`config.mk`:
```
export PLATFORM = sky130hd
export DESIGN_NAME = exec_core
export DESIGN_NICKNAME = d
export VERILOG_FILES = /design/src/rtl/exec_core.sv
export SDC_FILE = /design/constraint.sdc
export NUM_CORES = 2
export LEC_CHECK = 0
export ABC_AREA = 1
export CORE_AREA = 2 2 660 662
export CTS_CLUSTER_SIZE = 14
export DETAILED_ROUTE_END_ITERATION = 8
export DIE_AREA = 0 0 662 664
export MAX_ROUTING_LAYER = met4
export PLACE_DENSITY = 0.41
export REMOVE_ABC_BUFFERS = 1
export SLEW_MARGIN = 20
export SYNTH_ARGS = -nofsm -noshare
export SYNTH_HDL_FRONTEND = slang
export SYNTH_SLANG_ARGS = --single-unit
```
`constraint.sdc`:
```
create_clock -name clk -period 17.65 [get_ports clk]
set_input_delay 5.295 -clock clk [delete_from_list [all_inputs] [get_ports clk]]
set_output_delay 5.295 -clock clk [all_outputs]
set_load 0.01 [all_outputs]
```
`src/rtl/exec_core.sv`:
```
// exec_core: single-cycle 8-bit execution core.
// It has four 8-bit registers (R3 is the stack pointer) and an 8-bit data memory.
// An instruction presented with instr_valid retires on the next rising edge.
module exec_core #(
  parameter int unsigned MEM_DEPTH = 256,
  parameter logic [7:0]  SP_INIT   = 8'hFF
) (
  input  logic       clk,
  input  logic       rst,
  input  logic       instr_valid,
  input  logic [7:0] instruction,
  input  logic [7:0] pc,
  output logic [7:0] next_pc,
  output logic       done,
  output logic       overflow,
  output logic       halted,
  input  logic [1:0] dbg_addr,
  output logic [7:0] dbg_data
);

  localparam int unsigned AW = (MEM_DEPTH > 1) ? $clog2(MEM_DEPTH) : 1;

  typedef enum logic [3:0] {
    OP_NOP  = 4'h0,
    OP_ADD  = 4'h1,
    OP_SUB  = 4'h2,
    OP_AND  = 4'h3,
    OP_OR   = 4'h4,
    OP_SLT  = 4'h5,
    OP_ADDI = 4'h6,
    OP_SLL  = 4'h7,
    OP_J    = 4'h8,
    OP_JAL  = 4'h9,
    OP_LW   = 4'hA,
    OP_SW   = 4'hB,
    OP_BEQ  = 4'hC,
    OP_BNE  = 4'hD,
    OP_RET  = 4'hE,
    OP_HALT = 4'hF
  } opcode_t;

  logic [7:0] regs [4];
  logic [7:0] mem  [MEM_DEPTH];

  // Byte addresses wrap onto the memory depth.
  function automatic logic [AW-1:0] mem_idx(input logic [7:0] addr);
    return AW'({24'd0, addr} % MEM_DEPTH);
  endfunction

  opcode_t    op;
  logic [1:0] ra, rb;
  logic [7:0] a, b, imm4, imm2, pc_inc, sp, sp_dec, sp_inc;
  logic       exec;

  assign op       = opcode_t'(instruction[7:4]);
  assign ra       = instruction[3:2];
  assign rb       = instruction[1:0];
  assign a        = regs[ra];
  assign b        = regs[rb];
  assign imm4     = {{4{instruction[3]}}, instruction[3:0]};
  assign imm2     = {{6{instruction[1]}}, instruction[1:0]};
  assign pc_inc   = pc + 8'd1;
  assign sp       = regs[3];
  assign sp_dec   = sp - 8'd1;
  assign sp_inc   = sp + 8'd1;
  assign exec     = instr_valid && !halted;
  assign dbg_data = regs[dbg_addr];

  logic       rf_we, mem_we, ov, halt_set;
  logic [1:0] rf_waddr;
  logic [7:0] rf_wdata, mem_waddr, mem_wdata, npc, sum, diff, isum;

  // Decode and execute: produce the write-back, memory write, next PC and overflow.
  always_comb begin
    rf_we     = 1'b0;
    rf_waddr  = ra;
    rf_wdata  = '0;
    mem_we    = 1'b0;
    mem_waddr = '0;
    mem_wdata = '0;
    npc       = pc_inc;
    ov        = 1'b0;
    halt_set  = 1'b0;
    sum       = a + b;
    diff      = a - b;
    isum      = a + imm2;
    case (op)
      OP_NOP: ;
      OP_ADD: begin
        rf_we    = 1'b1;
        rf_wdata = sum;
        ov       = (a[7] == b[7]) && (sum[7] != a[7]);
      end
      OP_SUB: begin
        rf_we    = 1'b1;
        rf_wdata = diff;
        ov       = (a[7] != b[7]) && (diff[7] != a[7]);
      end
      OP_AND: begin
        rf_we    = 1'b1;
        rf_wdata = a & b;
      end
      OP_OR: begin
        rf_we    = 1'b1;
        rf_wdata = a | b;
      end
      OP_SLT: begin
        rf_we    = 1'b1;
        rf_wdata = ($signed(a) < $signed(b)) ? 8'd1 : 8'd0;
      end
      OP_ADDI: begin
        rf_we    = 1'b1;
        rf_wdata = isum;
        ov       = (a[7] == imm2[7]) && (isum[7] != a[7]);
      end
      OP_SLL: begin
        rf_we    = 1'b1;
        rf_wdata = a << b[2:0];
      end
      OP_J: npc = pc_inc + imm4;
      OP_JAL: begin
        mem_we    = 1'b1;
        mem_waddr = sp;
        mem_wdata = pc_inc;
        rf_we     = 1'b1;
        rf_waddr  = 2'd3;
        rf_wdata  = sp_dec;
        npc       = pc_inc + imm4;
      end
      OP_LW: begin
        rf_we    = 1'b1;
        rf_wdata = mem[mem_idx(b)];
      end
      OP_SW: begin
        mem_we    = 1'b1;
        mem_waddr = b;
        mem_wdata = a;
      end
      OP_BEQ: if (a == b) npc = pc_inc + regs[0];
      OP_BNE: if (a != b) npc = pc_inc + regs[0];
      OP_RET: begin
        rf_we    = 1'b1;
        rf_waddr = 2'd3;
        rf_wdata = sp_inc;
        npc      = mem[mem_idx(sp_inc)];
      end
      OP_HALT: halt_set = 1'b1;
      default: ;
    endcase
  end

  // Architectural state: register file, PC result, status flags.
  always_ff @(posedge clk) begin
    if (rst) begin
      regs[0]  <= '0;
      regs[1]  <= '0;
      regs[2]  <= '0;
      regs[3]  <= SP_INIT;
      next_pc  <= '0;
      done     <= 1'b0;
      overflow <= 1'b0;
      halted   <= 1'b0;
    end else if (exec) begin
      if (rf_we) regs[rf_waddr] <= rf_wdata;
      next_pc  <= npc;
      done     <= 1'b1;
      overflow <= ov;
      if (halt_set) halted <= 1'b1;
    end else begin
      done <= 1'b0;
    end
  end

  // Data memory write port; reset discards the instruction but leaves contents intact.
  always_ff @(posedge clk) begin
    if (!rst && exec && mem_we) mem[mem_idx(mem_waddr)] <= mem_wdata;
  end

endmodule

```
Word-level counts from Yosys, hierarchy flattened
Memories as Yosys holds them, arrays and structs flattened.
Index checks and enable logic that the tools add are counted.
{"block": "word_totals", "regBits": 11, "latch_bits": 0, "mem_bits_rw": 2080, "mem_bits_ro": 0, "inputBits": 21, "out_inout_bits": 19, "word_cells": 79, "memories": 2}
{"block": "op_classes", "addsub": 8, "multipliers": 0, "div_mod_pow": 0, "n_lt_le_gt_ge": 1, "eq_ne": 23, "n_shift": 1, "mux": 24, "bitwise": 2, "n_reduce_logical": 14}
{"name": "mem", "words": 256, "word_bits": 8, "read_ports": 2, "rd_clocked_by_memory_dff": 0, "wr": 1, "line_no": "43", "source": "logic [7:0] mem [MEM_DEPTH];"}
{"name": "regs", "words": 4, "word_bits": 8, "read_ports": 5, "rd_clocked_by_memory_dff": 0, "wr": 4, "line_no": "42", "source": "logic [7:0] regs [4];"}
{"op": "case mux 8 bit (10 select lines)", "n": 1}
{"op": "adder 8 bit", "n": 4}
{"op": "== test 4 bit (second input constant)", "n": 8}
{"op": "case mux 8 bit (2 select lines)", "n": 2}
{"op": "case mux 8 bit (4 select lines)", "n": 1}
{"op": "2-to-1 mux 8 bit", "n": 3}
{"op": "adder 8 x 1 -> 8 bit (second input constant)", "n": 2}
{"op": "== test 4 x 3 -> 1 bit (second input constant)", "n": 4}
{"op": "2-to-1 mux 1 bit", "n": 14}
{"op": "OR reduction 10 bit", "n": 1}
{"op": "AND 8 bit", "n": 1}
{"op": "== test 4 x 2 -> 1 bit (second input constant)", "n": 2}
{"op": "== test 8 bit", "n": 1}
{"op": "less-than comparator 8 bit", "n": 1}
{"op": "inequality test 8 bit", "n": 1}
{"op": "OR 8 bit", "n": 1}
{"op": "OR reduction 8 bit", "n": 1}
{"op": "<< shifter 8 x 3 -> 8 bit", "n": 1}
{"op": "subtractor 8 x 1 -> 8 bit (second input constant)", "n": 1}
{"op": "subtractor 8 bit", "n": 1}
{"op": "logical AND 1 bit", "n": 6}
{"op": "OR reduction 2 bit", "n": 3}
{"op": "== test 4 x 1 -> 1 bit (second input constant)", "n": 1}
{"op": "2-to-1 mux 2 bit", "n": 2}
{"op": "5 further kinds", "n": 10}

Logic depth before layout (Yosys ltp)
{"block": "logic_depth", "word_depth": 9, "depth_mapped": 25, "ltp_nobuf": 20}

Worst setup path before layout
OpenSTA, ideal clock, no wires.
{"block": "synth_path", "kind": "input -> register", "from": "input instruction[2]", "to": "memory mem[0][7], data pin", "setup_time_ns": 2.189, "arrival_time_ns": 16.104, "path_slack_ns": -0.643, "path_stages": 6, "path_cell_list": "buf_2 -> clkinv_1 -> clkbuf_1 -> o211ai_1 -> nand2_1 -> o21ai_0"}
{"block": "synth_between", "elab_chain_cells": 2}
{"element": "start, declared", "line_no": "11", "source": "input logic [7:0] instruction,"}
{"element": "memory (4 x 8 bit)"}
{"element": "case mux 8 bit (2 select lines)", "line_no": "87", "source": "case (op)"}
{"element": "net mem_wdata[7]", "line_no": "71", "source": "logic [7:0] rf_wdata, mem_waddr, mem_wdata, npc, sum, diff, isum;"}
{"element": "end, declared", "line_no": "43"}
The timed path passes the listed nets, and every way through them passes these cells.

Worst setup path after layout
{"block": "layout_path", "from": "input dbg_addr[0]", "to": "output dbg_data[6]"}
{"block": "layout_between", "elab_chain_cells": 1}
{"element": "start, declared", "line_no": "17", "source": "input logic [1:0] dbg_addr,"}
{"element": "memory (4 x 8 bit)"}
{"element": "end, declared", "line_no": "18", "source": "output logic [7:0] dbg_data"}
Every way passes these cells.

==> results.md <==
- Post-layout util: 27.9%
- Max-Slew Margin vs Limit: 21.0%
- Max FO, Critical Path: 17
- Worst-path clk slew: 0.07 ns
- Final setup viols: 0
- Clk pwr share: 39.0%
- Period minus WS final: 12.57 ns
- FF+latch count, synth: 2,091
- Vias in the first global route: 88,500
- Die height: 664 µm
- Routed WL: 487,000 µm
- Critical Path, Cell by Cell: clkdlybuf4s50_1 > inv_1 > o21ai_0 > o22ai_1 > clkdlybuf4s50_1
- Grt total ovfl: 0
- Top FF cell, synth: edfxtp_1
- CP startpoint kind: input pin
- Maximum VDD drop: 0.0000776 V
- Slew Limit Fails: 0
- Total CTS buffers: 242
- Initial core utilization: 24.9%
- Worst-path cell with the longest stage delay: clkdlybuf4s50_1
- Post-Layout Cell Count: 17,400
- CTS max path bufs: 4
- Total track usage: 22.0%
- RSZ-0062 raised after global routing: no
- Top cell by count, worst path: clkdlybuf4s50_1
- Layout cells sized above 1: 5.49%
- CTS tree: yes
- CTS H-tree lvls: 4
- Synthesized area: 108,000 µm²
- Leading area contributor after synthesis: edfxtp_1
- Mapped Cells: 11,900
- Number of DRC markers in iteration 0: 11,700
- # rows: 242
- Leak pwr: 41.2 nW
- WHS Path Cells: 2
- Nets@finish: 11,500
- Via density: 5.42
- Dpl hpwl: 280,000 µm
- Drt pass-1 iters: 8
- Clock Sink Count: 2,091
- Residual DRC: 0
- Yosys cell types: 53
- Fmax: 0.0795 GHz
- DRT antenna net count: 0
- Count leader, synth: nand3_1
- Via Count: 94,100
- Placed instance count: 16,900
- Synth top area share: 57.9%
- Flop pwr share: 43.4%
- CP delay by family, top: buffers and inverters
- Antenna violations before repair: 25
- Net Sw Frac: 31.1%
- Final period util: 71.2%
- Hold WC Path Type: register to register
- Setup_tns: 0 ns
- Fillers: 45,500
- Clk_skew: 0.0531 ns
- Die area: 440,000 µm²
- Post-placement cell area: 113,000 µm²
- Worst slew pin tran: 1.18 ns
- Critical Path End Type: output port
- Asr flop ratio synth: 0%
- Yosys Warn Count: 0
- Synth area leaders: edfxtp_1 58%, nand3_1 15%, nand2_1 8.4%
- Setup CP Type: input pin to output port
- Chip Width: 662 µm
- # port buffers: 39
- CTS root buffer: clkbuf_16
- Power per Cell Area: 104 nW/µm²
- Delay of the slowest cell on the worst path: 0.78 ns
- Syn_area_per_cell: 9.05 µm²
- Clk_lat worst skew: 0.96 ns
- Post-synth EDFFs: 2,080
- Largest net degree at the start of global routing: 158
- Post_cts resized: 0
- Placer Congestion: 0.892
- Hold_buf cts: 0
- Post-synthesis sequential area ratio: 58.1%
- Final Hold Viols: 0
- Pint: 8.66 mW
- Status: complete, no violations
- Top cells by count, synth: 3,162 x nand3_1, 2,427 x nand2_1, 2,080 x edfxtp_1
- Worst path buffer plus inverter count: 3
- Gate power share: 17.6%
- WP data required: 12.35 ns
- Area growth syn-to-layout: 12.0%
- Reg2Reg Setup Slack: 10.84 ns
- Maximum Capacitance Violations: 0
- Count of boundary I/O pins: 40
- Post-CTS setup buffer count: 0
- Switching power total: 3.90 mW
- CP arrival: 7.28 ns
- Fin area: 121,000 µm²
- Core Area: 433,000 µm²
- CP Depth: 5
- DR WL/cell: 28.1 µm
- First-pass GRT wire length: 685,000 µm
- Reg2Reg Depth: 17
==> area by class of cell <==
cell class,count,area (µm²),share of cell area [%]
Antenna cell,6,15.0,0.0124
Clock buffer,307,6430,5.32
Inverter,157,654,0.541
Tap cell,5734,7170,5.94
Timing Repair Buffer,268,2530,2.09
Clock inverter,129,930,0.769
Sequential cell,2091,62700,51.9
Multi-Input combinational cell,8671,40500,33.5
==> logic make-up after synthesis <==
kind of cell,share of synthesized area (%)
buffers and inverters,4.77
and+or+nand+nor,27.9
DFF,58.1
AOI/OAI and AO/OA,8.48
adders and majority gates,0.661
xor gates and xnor gates,0.114
==> layout by cell type, fill, tap and decap left out, drive strengths merged, types with 12 or more instances in the layout <==
| cell type | netlist | layout |
|---|---|---|
| inv | 152 | 157 |
| edfxtp | 2080 | 2080 |
| nor3 | 18 | 18 |
| o211ai | 20 | 20 |
| ha | 49 | 49 |
| nand2 | 2430 | 2430 |
| clkdlybuf4s50 | 0 | 39 |
| buf | 566 | 229 |
| o22ai | 503 | 503 |
| clkbuf | 439 | 307 |
| a21oi | 90 | 90 |
| bufinv | 0 | 12 |
| clkinv | 5 | 113 |
| nand3 | 3165 | 3165 |
| nor2 | 1304 | 1304 |
| o21ai | 1026 | 1026 |
==> per-layer routing <==
| metal | global-route usage [%] | up-vias | share of wire, % |
|---|---|---|---|
| met5 | - | - | 0 |
| met4 | 7.77 | 0 | 3.9 |
| met3 | 3.22 | 852 | 7.8 |
| met2 | 33.2 | 4572 | 45 |
| met1 | 29.9 | 47000 | 43 |
| li1 | - | 41600 | - |
==> per-stage QoR <==
stage / worst slack [ns] / power (mW) / hold WS [ns]
global placement: 5.01 / 7.72 / 0.460
CTS: 5.11 / 12.6 / 0.473
finish: 5.08 / 12.6 / 0.470
global route: 4.91 / 12.9 / 0.499
detailed placement: 5.11 / 7.71 / 0.463
floorplan: -67.09 / 6.86 / 0.484
==> registers in the layout, summed over array words and instances, names as in the netlist <==
register and cells:
done 1, regs 32, overflow 1, mem 2048, next_pc 8, halted 1
==> final timing paths <==
path                                    end        start
worst max-delay path            dbg_data[6]  dbg_addr[0]
worst min-delay path             next_pc[6]   next_pc[6]
worst max register to register   regs[1][7]   regs[3][0]
worst min register to register   next_pc[6]   next_pc[6]
==> power by group through the flow <==
stage	registers [mW]	clock network (mW)	logic, mW
final	5.45	4.90	2.21
after detailed placement	5.56	0	2.16
after global placement	5.56	0	2.16
after global routing	5.45	5.15	2.32
after CTS	5.45	4.97	2.16
after floorplan	5.60	0	1.26
==> worst register-to-register path: stages, from the launching register on <==
cell	delay, ns
edfxtp_1	0.37
buf_4	0.69
nand2_1	0.23
nand3_4	0.45
nand2_8	0.54
inv_8	0.66
buf_4	0.71
buf_4	0.78
nand2_1	0.14
nand3_1	0.11
nand3_1	0.08
nand3_1	0.19
nand3_1	0.25
nand3_1	0.24
nand3_1	0.28
nand3_1	0.39
nand3_1	0.29
a21oi_1	0.23
Power figures use the tool's default switching activity.
